File: src/rtl/spi_debug_ctrl.sv
// Byte-stream debug command processor sitting between spi_slave and the core.
// Optional breakpoint unit enabled by defining SPI_DBG_BREAKPOINT_EN.
module spi_debug_ctrl #(
    parameter int NUM_REGS  = 4,
    parameter int REG_WIDTH = 64
) (
    input  logic                          clk,
    input  logic                          rstn,
    input  logic [7:0]                    recv_data,
    input  logic                          recv_ready,
    output logic [7:0]                    send_data,
    input  logic [NUM_REGS*REG_WIDTH-1:0] dbg_regs,
`ifdef SPI_DBG_BREAKPOINT_EN
    input  logic [REG_WIDTH-1:0]          bp_pc,
    output logic                          bp_hit,
`endif
    output logic                          core_clk_en,
    output logic                          stepping,
    output logic                          led
);

    localparam int L  = REG_WIDTH / 8;
    localparam int CW = $clog2(L + 1);

    typedef enum logic [2:0] {
        IDLE, ECHO_ARG, STEP_ARG, SEL_ARG, REPLY, BP_ARG
    } state_t;

    state_t               state;
    logic                 run_en;
    logic [7:0]           step_cnt;
    logic [CW-1:0]        byte_cnt;
    logic [REG_WIDTH-1:0] snapshot;
    logic [REG_WIDTH-1:0] sel_reg;
    logic [7:0]           reply_byte;
    logic                 idx_valid;
`ifdef SPI_DBG_BREAKPOINT_EN
    logic [REG_WIDTH-1:0] bp_addr;
    logic                 bp_armed;
`endif

    // Channel mux written as a compare chain so no index can ever fall outside dbg_regs.
    always_comb begin
        sel_reg = '0;
        for (int i = 0; i < NUM_REGS; i++) begin
            if (recv_data == 8'(i)) sel_reg = dbg_regs[i*REG_WIDTH +: REG_WIDTH];
        end
    end

    assign idx_valid  = {1'b0, recv_data} < 9'(NUM_REGS);
    assign reply_byte = 8'(snapshot >> {byte_cnt - CW'(1), 3'b000});
    assign stepping   = step_cnt != 8'd0;

    // NOTE: every register here uses non-blocking assignment; later assignments in the
    // block intentionally override earlier defaults (e.g. breakpoint beats RUN/STEP).
    always_ff @(posedge clk or negedge rstn) begin
        if (!rstn) begin
            state       <= IDLE;
            send_data   <= 8'h00;
            led         <= 1'b0;
            run_en      <= 1'b0;
            step_cnt    <= 8'd0;
            byte_cnt    <= '0;
            // NOTE: the snapshot is a plain register bank, so resetting it is cheap and
            // guarantees a defined reply even before the first READ.
            snapshot    <= '0;
            core_clk_en <= 1'b0;
`ifdef SPI_DBG_BREAKPOINT_EN
            bp_addr     <= '0;
            bp_armed    <= 1'b0;
            bp_hit      <= 1'b0;
`endif
        end else begin
            if (step_cnt != 8'd0 && !run_en) step_cnt <= step_cnt - 8'd1;

            if (recv_ready) begin
                case (state)
                    IDLE: begin
                        send_data <= 8'h00;
                        case (recv_data)
                            8'h01: begin send_data <= 8'h01; state <= ECHO_ARG; end
                            8'h02: led <= ~led;
                            8'h03: begin
                                run_en <= 1'b1;
`ifdef SPI_DBG_BREAKPOINT_EN
                                bp_hit <= 1'b0;
`endif
                            end
                            8'h04: begin run_en <= 1'b0; step_cnt <= 8'd0; end
                            8'h05: begin
                                state <= STEP_ARG;
`ifdef SPI_DBG_BREAKPOINT_EN
                                bp_hit <= 1'b0;
`endif
                            end
                            8'h06: state <= SEL_ARG;
`ifdef SPI_DBG_BREAKPOINT_EN
                            8'h08: begin byte_cnt <= CW'(L); state <= BP_ARG; end
                            8'h09: bp_armed <= 1'b0;
`endif
                            default: ;
                        endcase
                    end
                    ECHO_ARG: begin
                        send_data <= recv_data;
                        state     <= IDLE;
                    end
                    STEP_ARG: begin
                        send_data <= 8'h00;
                        step_cnt  <= recv_data;
                        state     <= IDLE;
                    end
                    SEL_ARG: begin
                        if (idx_valid) begin
                            snapshot  <= sel_reg;
                            send_data <= 8'(L);
                            byte_cnt  <= CW'(L);
                            state     <= REPLY;
                        end else begin
                            send_data <= 8'h00;
                            state     <= IDLE;
                        end
                    end
                    REPLY: begin
                        send_data <= reply_byte;
                        byte_cnt  <= byte_cnt - CW'(1);
                        if (byte_cnt == CW'(1)) state <= IDLE;
                    end
`ifdef SPI_DBG_BREAKPOINT_EN
                    BP_ARG: begin
                        send_data <= 8'h00;
                        bp_addr   <= REG_WIDTH'({bp_addr, recv_data});
                        byte_cnt  <= byte_cnt - CW'(1);
                        if (byte_cnt == CW'(1)) begin
                            bp_armed <= 1'b1;
                            state    <= IDLE;
                        end
                    end
`endif
                    default: state <= IDLE;
                endcase
            end

`ifdef SPI_DBG_BREAKPOINT_EN
            if (bp_armed && core_clk_en && bp_pc == bp_addr) begin
                run_en   <= 1'b0;
                step_cnt <= 8'd0;
                bp_hit   <= 1'b1;
            end
`endif

            core_clk_en <= run_en | (step_cnt != 8'd0);
        end
    end

endmodule

File: config.mk
export PLATFORM = sky130hd
export DESIGN_NAME = spi_debug_ctrl
export DESIGN_NICKNAME = d
export VERILOG_FILES = /design/src/rtl/spi_debug_ctrl.sv
export SDC_FILE = /design/constraint.sdc
export NUM_CORES = 1
export LEC_CHECK = 0
export CORE_UTILIZATION = 42
export DETAILED_ROUTE_END_ITERATION = 8
export GPL_ROUTABILITY_DRIVEN = 0
export PLACE_DENSITY = 0.82
export SLEW_MARGIN = 15
export SYNTH_ARGS = -nofsm -noshare
export SYNTH_HDL_FRONTEND = slang
export SYNTH_SLANG_ARGS = --single-unit
export TNS_END_PERCENT = 5
File: constraint.sdc
create_clock -name clk -period 3.1 [get_ports clk]
set_input_delay 0.775 -clock clk [delete_from_list [all_inputs] [get_ports clk]]
set_output_delay 0.775 -clock clk [all_outputs]
set_load 0.01 [all_outputs]
==> flow_results.xml, run 1 <==
<?xml version="1.0" encoding="UTF-8"?>
<metrics>
  <group name="status">
    <metric name="run_status" unit="">finished clean</metric>
  </group>
  <group name="layout">
    <metric name="final_net_count" unit="">1077</metric>
    <metric name="register_area" unit="um^2">2250</metric>
    <metric name="multi_input_area" unit="um^2">3490</metric>
    <metric name="top_library_cells_by_usage_in_the_layout_fill_and_taps_aside" unit="">clkdlybuf4s50_1 (274), nand2_1 (150), dfrtp_1 (90)</metric>
    <metric name="layout.cells.most_common" unit="">clkdlybuf4s50_1</metric>
    <metric name="drive_above_1_share" unit="%">15.0</metric>
    <metric name="num-fill-cells" unit="">1014</metric>
    <metric name="synthToLayoutAreaGrowth" unit="%">54.9</metric>
  </group>
  <group name="yosys">
    <metric name="synth_simple_gate_area_share" unit="%">19.0</metric>
    <metric name="post_synthesis_cell_type_with_the_largest_combined_area" unit="">dfrtp_1</metric>
    <metric name="async_flop_share" unit="%">100</metric>
    <metric name="synth.mux.area_fraction" unit="%">32.2</metric>
    <metric name="synthTopCellsByArea" unit="">dfrtp_1 (38%), mux4_2 (30%), nand2_1 (9.4%), nand3_1 (5.8%), mux2i_1 (1.8%)</metric>
    <metric name="post_synth_num_cell_types" unit="">48</metric>
    <metric name="synth-adder-area-share" unit="%">0.837</metric>
    <metric name="synth_largest_type_area_fraction" unit="%">37.7</metric>
    <metric name="mean_instance_size_in_the_synthesized_netlist" unit="um^2">10.9</metric>
    <metric name="compound_gate_portion_of_the_synthesized_area" unit="%">5.69</metric>
    <metric name="synth_top_family_by_area" unit="">multiplexers</metric>
    <metric name="ys_ff_latch" unit="">90</metric>
    <metric name="synth-edff-count" unit="">0</metric>
    <metric name="most_instantiated_flip_flop_cell_in_the_synthesis_netlist" unit="">dfrtp_1</metric>
    <metric name="postSynthNetCount" unit="">821</metric>
    <metric name="synth_seq_area_share" unit="%">37.7</metric>
    <metric name="post_synth_instance_area" unit="um^2">5980</metric>
    <metric name="synth_xor_xnor_area_share" unit="%">0.586</metric>
    <metric name="synthesis.yosys.warnings" unit="">0</metric>
    <metric name="netlist_instances" unit="">550</metric>
  </group>
  <group name="clock_network">
    <metric name="cts_resized" unit="">0</metric>
    <metric name="clock_tree.htree_level_count" unit="">3</metric>
    <metric name="cts.path.max_buffers" unit="">2</metric>
    <metric name="tritoncts" unit="">built</metric>
    <metric name="numCtsBuffers" unit="">9</metric>
    <metric name="cts_hold_buf" unit="">0</metric>
    <metric name="clk_transition_reported_paths" unit="ps">70</metric>
    <metric name="cts_num_sinks" unit="">90</metric>
    <metric name="cts_post_setup_buffers_inserted" unit="">0</metric>
    <metric name="cts-root-buf" unit="">clkbuf_16</metric>
    <metric name="worst_skew_pair.late_latency" unit="ps">340</metric>
  </group>
  <group name="routing">
    <metric name="drt-total-wl" unit="um">19900</metric>
    <metric name="drcViolationCount" unit="">0</metric>
    <metric name="routed_wire_length_per_instance" unit="um">20.0</metric>
    <metric name="route.antenna.remaining_nets" unit="">0</metric>
    <metric name="drt-pass1-iter-count" unit="">7</metric>
    <metric name="initialDrtViolationCount" unit="">536</metric>
    <metric name="avgViaCountPerCell" unit="">5.79</metric>
    <metric name="vias" unit="">5746</metric>
  </group>
  <group name="min_path">
    <metric name="whs_endpoint" unit="">snapshot[24]</metric>
    <metric name="cell_depth_of_the_worst_min_delay_path" unit="">2</metric>
    <metric name="timing.hold.worst.start" unit="">snapshot[24]</metric>
    <metric name="hp-class" unit="">reg2reg</metric>
  </group>
  <group name="timing">
    <metric name="finalCritPeriodShare" unit="%">91.4</metric>
    <metric name="relSlewSlack" unit="%">47.7</metric>
    <metric name="max_freq" unit="MHz">353</metric>
    <metric name="hold_viol" unit="">0</metric>
    <metric name="final_setup_violations" unit="">0</metric>
    <metric name="finalSetupTns" unit="ps">0</metric>
    <metric name="timing.final.ws_setup" unit="ps">267</metric>
    <metric name="period_minus_slack" unit="ps">2830</metric>
    <metric name="total_count_of_max_transition_violations_in_the_final_report" unit="">0</metric>
    <metric name="rsz0062_at_grt" unit="">no</metric>
    <metric name="worst_pin_slew" unit="ps">785</metric>
    <metric name="clock-skew-final" unit="ps">11.7</metric>
  </group>
  <group name="critical_path">
    <metric name="timing.critical_path.cells" unit="">nor4_2 -&gt; nand2_1 -&gt; clkdlybuf4s50_1</metric>
    <metric name="worstSetupStartpointType" unit="">register</metric>
    <metric name="timing.critical_path.to_type" unit="">primary output</metric>
    <metric name="max_stage_delay" unit="ps">550</metric>
    <metric name="required_time_of_the_critical_path" unit="ps">2320</metric>
    <metric name="critical_setup_path_class" unit="">reg2out</metric>
    <metric name="worst_ep_arrival_time" unit="ps">2060</metric>
    <metric name="crit_slowest_cell" unit="">nor4_2</metric>
    <metric name="setup_slack_reg_to_reg" unit="ps">790</metric>
    <metric name="worstReg2RegEnd" unit="">send_data[7]</metric>
    <metric name="crit_start" unit="">step_cnt[2]</metric>
    <metric name="reg2reg_depth" unit="">5</metric>
    <metric name="worst_r2r_startpoint" unit="">byte_cnt[1]</metric>
    <metric name="timing.critical_path.fanout_max" unit="">6</metric>
  </group>
  <group name="placement">
    <metric name="port-buffer-count" unit="">277</metric>
    <metric name="place_worst_setup_slack" unit="ps">351</metric>
    <metric name="detailed_place_hpwl" unit="um">15100</metric>
  </group>
  <group name="floorplanning">
    <metric name="core_region_area" unit="um^2">13900</metric>
    <metric name="starting_utilization_of_the_core_area" unit="%">43.1</metric>
    <metric name="die_height" unit="um">121</metric>
    <metric name="boundaryPins" unit="">278</metric>
    <metric name="x_dimension_of_the_die" unit="um">121</metric>
    <metric name="row_count" unit="">43</metric>
    <metric name="die_area" unit="um^2">14700</metric>
  </group>
  <group name="power_and_ir_drop">
    <metric name="vdd_ir_max" unit="mV">0.354</metric>
    <metric name="pwr_density_cell" unit="nW/um^2">353</metric>
    <metric name="power_leakage" unit="nW">3.90</metric>
  </group>
  <group name="global_route">
    <metric name="grt_use_total" unit="%">27.5</metric>
    <metric name="grt_antenna_before_repair" unit="">1</metric>
    <metric name="grt_first_pass_wirelength" unit="um">30800</metric>
    <metric name="total_congestion_overflow_after_global_routing" unit="">0</metric>
    <metric name="first_global_vias" unit="">5954</metric>
    <metric name="grt_max_degree" unit="">71</metric>
  </group>
  <group name="run">
    <metric name="drv_cap" unit="">0</metric>
  </group>
</metrics>
-- final cells by class --
cell class	instances	share of cell area [%]
clock inverter	7	0.892
sequential	90	24.3
antenna	1	0.0270
clock buffer	9	2.43
inverter	10	0.405
multi-input combinational	403	37.7
tap	180	2.43
timing repair buffer	292	31.7
-- critical path, delay by kind of cell (launching register included) --
kind	cells	cell delay, ps
DFF	1	440
and+or+nand+nor	2	760
buffers and inverters	1	530
-- power breakdown --
group | internal, mW | switching, mW | total (mW)
Clock | 0.638 | 0.496 | 1.13
Sequential | 1.23 | 0.0719 | 1.31
Combinational | 0.538 | 0.289 | 0.827
Total | 2.41 | 0.857 | 3.27
-- cell usage after synthesis (all sizes together) (2+ instances only) --
master,number
nand3,69
o22ai,3
nand2,150
nand2b,4
nand4,2
buf,21
nor3,4
o31ai,2
a211oi,3
clkbuf,26
or3,4
dfrtp,90
nor2,4
a21oi,7
nor2b,2
xnor2,4
ha,4
nor4,4
mux4,80
inv,10
o21ai,12
or4,3
o221ai,6
nor3b,3
a22oi,7
mux2i,11
-- sequential cells by signal (all words and copies together) (netlist names) --
| signal | cells |
|---|---|
| led | 1 |
| state | 3 |
| byte_cnt | 4 |
| send_data | 8 |
| step_cnt | 8 |
| run_en | 1 |
| snapshot | 64 |
| core_clk_en | 1 |
-- kinds of logic (layout without fill, tap and decap cells) --
kind of cell,count (synthesis),in the layout
simple gates,253,253
fa+ha+maj,4,4
other cells,0,1
mux,92,92
xor+xnor,4,4
flops,90,90
buf+inv,57,318
compound gates,50,50
-- how the worst max path moves through the flow --
stage	slack, ps	depth (start not counted)	end
after floorplan	580	9	send_data[1]
after global placement	400	5	send_data[0]
after detailed placement	350	6	snapshot[53]
after CTS	280	3	stepping
after global routing	170	3	stepping
final	270	3	stepping
-- per-stage QoR --
step	hold slack, ps	power [mW]	instances	utilization [%]	area, um^2
after floorplan	441	1.67	550	-	5980
final	473	3.27	992	66.7	9260
after global placement	456	2.12	975	64.5	8950
after CTS	477	3.29	991	66.7	9260
after detailed placement	460	2.15	975	64.5	8950
after global routing	501	3.40	992	66.7	9260
-- layer usage --
metal / track usage, % / up-vias / wire (um)
met5: 0 / - / 0
met4: 10.0 / 0 / 510
met3: 4.18 / 40 / 1540
met2: 45.9 / 353 / 10200
met1: 36.2 / 2778 / 7640
li1: - / 2575 / -
Power figures use the tool's default switching activity.
==> run 2: changes to the inputs <==
--- a/config.mk
+++ b/config.mk
@@ -5,6 +5,7 @@
 export SDC_FILE = /design/constraint.sdc
 export NUM_CORES = 1
 export LEC_CHECK = 0
+export ABC_CLOCK_PERIOD_IN_PS = 3100
 export CORE_UTILIZATION = 42
 export DETAILED_ROUTE_END_ITERATION = 8
 export GPL_ROUTABILITY_DRIVEN = 0
==> results of run 2 <==
No change in the layout: final DEF, timing and power equal those of run 1.
==> run 3: changes to the inputs <==
--- a/config.mk
+++ b/config.mk
@@ -5,11 +5,12 @@
 export SDC_FILE = /design/constraint.sdc
 export NUM_CORES = 1
 export LEC_CHECK = 0
-export ABC_CLOCK_PERIOD_IN_PS = 3100
-export CORE_UTILIZATION = 42
+export ABC_CLOCK_PERIOD_IN_PS = 2400
+export CORE_UTILIZATION = 38
 export DETAILED_ROUTE_END_ITERATION = 8
 export GPL_ROUTABILITY_DRIVEN = 0
-export PLACE_DENSITY = 0.82
+export HOLD_SLACK_MARGIN = 0.1
+export PLACE_DENSITY = 0.78
 export SLEW_MARGIN = 15
 export SYNTH_ARGS = -nofsm -noshare
 export SYNTH_HDL_FRONTEND = slang
==> constraint.sdc (replaced) <==
create_clock -name clk -period 2.4 [get_ports clk]
set_input_delay 0.6 -clock clk [delete_from_list [all_inputs] [get_ports clk]]
set_output_delay 0.6 -clock clk [all_outputs]
set_load 0.01 [all_outputs]
==> flow_results.xml, run 3 (synthesis gave the netlist of run 1 again) <==
<?xml version="1.0" encoding="UTF-8"?>
<metrics>
  <group name="routing">
    <metric name="routed_wire_length_per_instance" unit="um">19.0</metric>
    <metric name="avgViaCountPerCell" unit="">5.49</metric>
    <metric name="drcViolationCount" unit="">0</metric>
    <metric name="drt-total-wl" unit="um">20000</metric>
    <metric name="route.antenna.remaining_nets" unit="">0</metric>
    <metric name="drt-pass1-iter-count" unit="">6</metric>
    <metric name="vias" unit="">5759</metric>
    <metric name="initialDrtViolationCount" unit="">483</metric>
  </group>
  <group name="timing">
    <metric name="final_setup_violations" unit="">0</metric>
    <metric name="finalCritPeriodShare" unit="%">92.2</metric>
    <metric name="worst_pin_slew" unit="ps">534</metric>
    <metric name="worst_hold_slack" unit="ps">205</metric>
    <metric name="rsz0062_at_grt" unit="">no</metric>
    <metric name="total_count_of_max_transition_violations_in_the_final_report" unit="">0</metric>
    <metric name="relSlewSlack" unit="%">64.4</metric>
    <metric name="max_freq" unit="MHz">452</metric>
    <metric name="period_minus_slack" unit="ps">2210</metric>
    <metric name="clock-skew-final" unit="ps">12.3</metric>
    <metric name="hold_viol" unit="">0</metric>
    <metric name="timing.final.ws_setup" unit="ps">188</metric>
  </group>
  <group name="layout">
    <metric name="layout.cells.most_common" unit="">clkdlybuf4s50_1</metric>
    <metric name="drive_above_1_share" unit="%">17.7</metric>
    <metric name="synthToLayoutAreaGrowth" unit="%">59.4</metric>
    <metric name="largest_register_ff_count" unit="">64</metric>
    <metric name="num-fill-cells" unit="">1257</metric>
    <metric name="top_library_cells_by_usage_in_the_layout_fill_and_taps_aside" unit="">clkdlybuf4s50_1 (273), nand2_1 (150), dfrtp_1 (90)</metric>
    <metric name="final_net_count" unit="">1103</metric>
    <metric name="registers.top_by_ff_count" unit="">snapshot</metric>
    <metric name="reg_top3" unit="">snapshot: 64 flops, send_data: 8 flops, step_cnt: 8 flops</metric>
  </group>
  <group name="global_route">
    <metric name="grt_first_pass_wirelength" unit="um">30700</metric>
    <metric name="first_global_vias" unit="">5678</metric>
    <metric name="grt_antenna_before_repair" unit="">1</metric>
    <metric name="grt_use_total" unit="%">25.1</metric>
    <metric name="grt_max_degree" unit="">48</metric>
    <metric name="total_congestion_overflow_after_global_routing" unit="">0</metric>
  </group>
  <group name="critical_path">
    <metric name="worst_ep_arrival_time" unit="ps">1610</metric>
    <metric name="timing.critical_path.buf_inv" unit="">2</metric>
    <metric name="max_stage_delay" unit="ps">400</metric>
    <metric name="crit_start" unit="">step_cnt[0]</metric>
    <metric name="required_time_of_the_critical_path" unit="ps">1800</metric>
    <metric name="timing.critical_path.cells" unit="">inv_1 -&gt; ha_1 -&gt; nor3b_2 -&gt; nand2_1 -&gt; dlygate4sd2_1</metric>
    <metric name="setup_slack_reg_to_reg" unit="ps">520</metric>
    <metric name="worst_r2r_startpoint" unit="">state[2]</metric>
    <metric name="critical_setup_path_class" unit="">reg2out</metric>
    <metric name="timing.critical_path.fanout_max" unit="">3</metric>
    <metric name="crit_slowest_cell" unit="">dfrtp_1</metric>
    <metric name="timing.critical_path.to_type" unit="">primary output</metric>
    <metric name="worstSetupStartpointType" unit="">register</metric>
    <metric name="cpLargestDelayFamily" unit="">flip-flops</metric>
  </group>
  <group name="power_and_ir_drop">
    <metric name="power_leakage" unit="nW">4.03</metric>
    <metric name="pwr_density_cell" unit="nW/um^2">443</metric>
    <metric name="vdd_ir_max" unit="mV">0.331</metric>
  </group>
  <group name="floorplanning">
    <metric name="boundaryPins" unit="">278</metric>
    <metric name="x_dimension_of_the_die" unit="um">127</metric>
    <metric name="core_region_area" unit="um^2">15300</metric>
    <metric name="die_area" unit="um^2">16200</metric>
    <metric name="row_count" unit="">45</metric>
    <metric name="die_height" unit="um">127</metric>
    <metric name="starting_utilization_of_the_core_area" unit="%">39.2</metric>
  </group>
  <group name="clock_network">
    <metric name="cts.path.max_buffers" unit="">2</metric>
    <metric name="clk_transition_reported_paths" unit="ps">70</metric>
    <metric name="numCtsBuffers" unit="">9</metric>
    <metric name="cts-root-buf" unit="">clkbuf_16</metric>
    <metric name="cts_post_setup_buffers_inserted" unit="">0</metric>
    <metric name="tritoncts" unit="">built</metric>
    <metric name="clock_tree.htree_level_count" unit="">3</metric>
    <metric name="worst_skew_pair.late_latency" unit="ps">350</metric>
    <metric name="cts_num_sinks" unit="">90</metric>
  </group>
  <group name="min_path">
    <metric name="hp-class" unit="">in2async</metric>
  </group>
  <group name="placement">
    <metric name="port-buffer-count" unit="">277</metric>
    <metric name="detailed_place_hpwl" unit="um">15900</metric>
    <metric name="place_worst_setup_slack" unit="ps">-84.6</metric>
  </group>
  <group name="run">
    <metric name="drv_cap" unit="">0</metric>
  </group>
  <group name="status">
    <metric name="run_status" unit="">finished clean</metric>
  </group>
</metrics>
-- run 3: worst reg2reg max path: stages, from the launching register on --
cell and delay [ps]:
dfrtp_1 680, and4b_2 340, nand4b_1 130, buf_4 430, nand2_1 150, nand2_1 90
-- run 3: layer usage --
| metal | part of all wire, % | track usage (%) |
|---|---|---|
| met1 | 40 | 32.4 |
| met2 | 52 | 42.9 |
| met3 | 6.4 | 5.03 |
| met4 | 1.8 | 6.86 |
| met5 | 0 | 0 |
-- run 3: stage by stage --
stage	util (%)	TNS [ps]	cell area, um^2	power [mW]	std cells
2_1_floorplan	-	0	5980	2.16	550
3_5_place_dp	60.4	-930	9220	2.81	1032
3_3_place_gp	60.4	-51.3	9220	2.79	1032
6_report	62.4	0	9530	4.22	1049
4_1_cts	62.4	0	9530	4.24	1048
5_1_grt	62.4	0	9530	4.41	1049
-- run 3: layout make-up --
class	instances	area (um^2)	share of cell area, %
antenna	1	2.50	0.0263
clock buffer	10	229	2.40
multi-input combinational	403	3500	36.7
sequential	90	2250	23.6
inverter	10	37.5	0.394
tap	211	264	2.77
timing repair buffer	318	3170	33.3
clock inverter	6	73.8	0.775
-- run 3: repair_timing --
| item | in CTS | in global routing |
|---|---|---|
| gates resized for setup | 2 | 0 |
| hold buffers | 0 | 0 |
| endpoints found under the hold margin | 0 | 0 |
| endpoints found under the setup margin | 1 | 0 |
-- run 3: path summary, 6_finish.rpt --
| path | endpoint | depth (start not counted) |
|---|---|---|
| max | stepping | 5 |
| min | snapshot[58] | 1 |
| max reg2reg | snapshot[63] | 5 |
| min reg2reg | snapshot[43] | 2 |
| max in group asynchronous | snapshot[6] | 2 |
| min in group clk | snapshot[43] | 2 |
-- run 3: power breakdown --
part	leakage (nW)	switching (mW)	internal [mW]
clock	0.141	0.622	0.820
combinational	2.66	0.371	0.720
sequential	1.23	0.0905	1.59
total	4.03	1.08	3.13
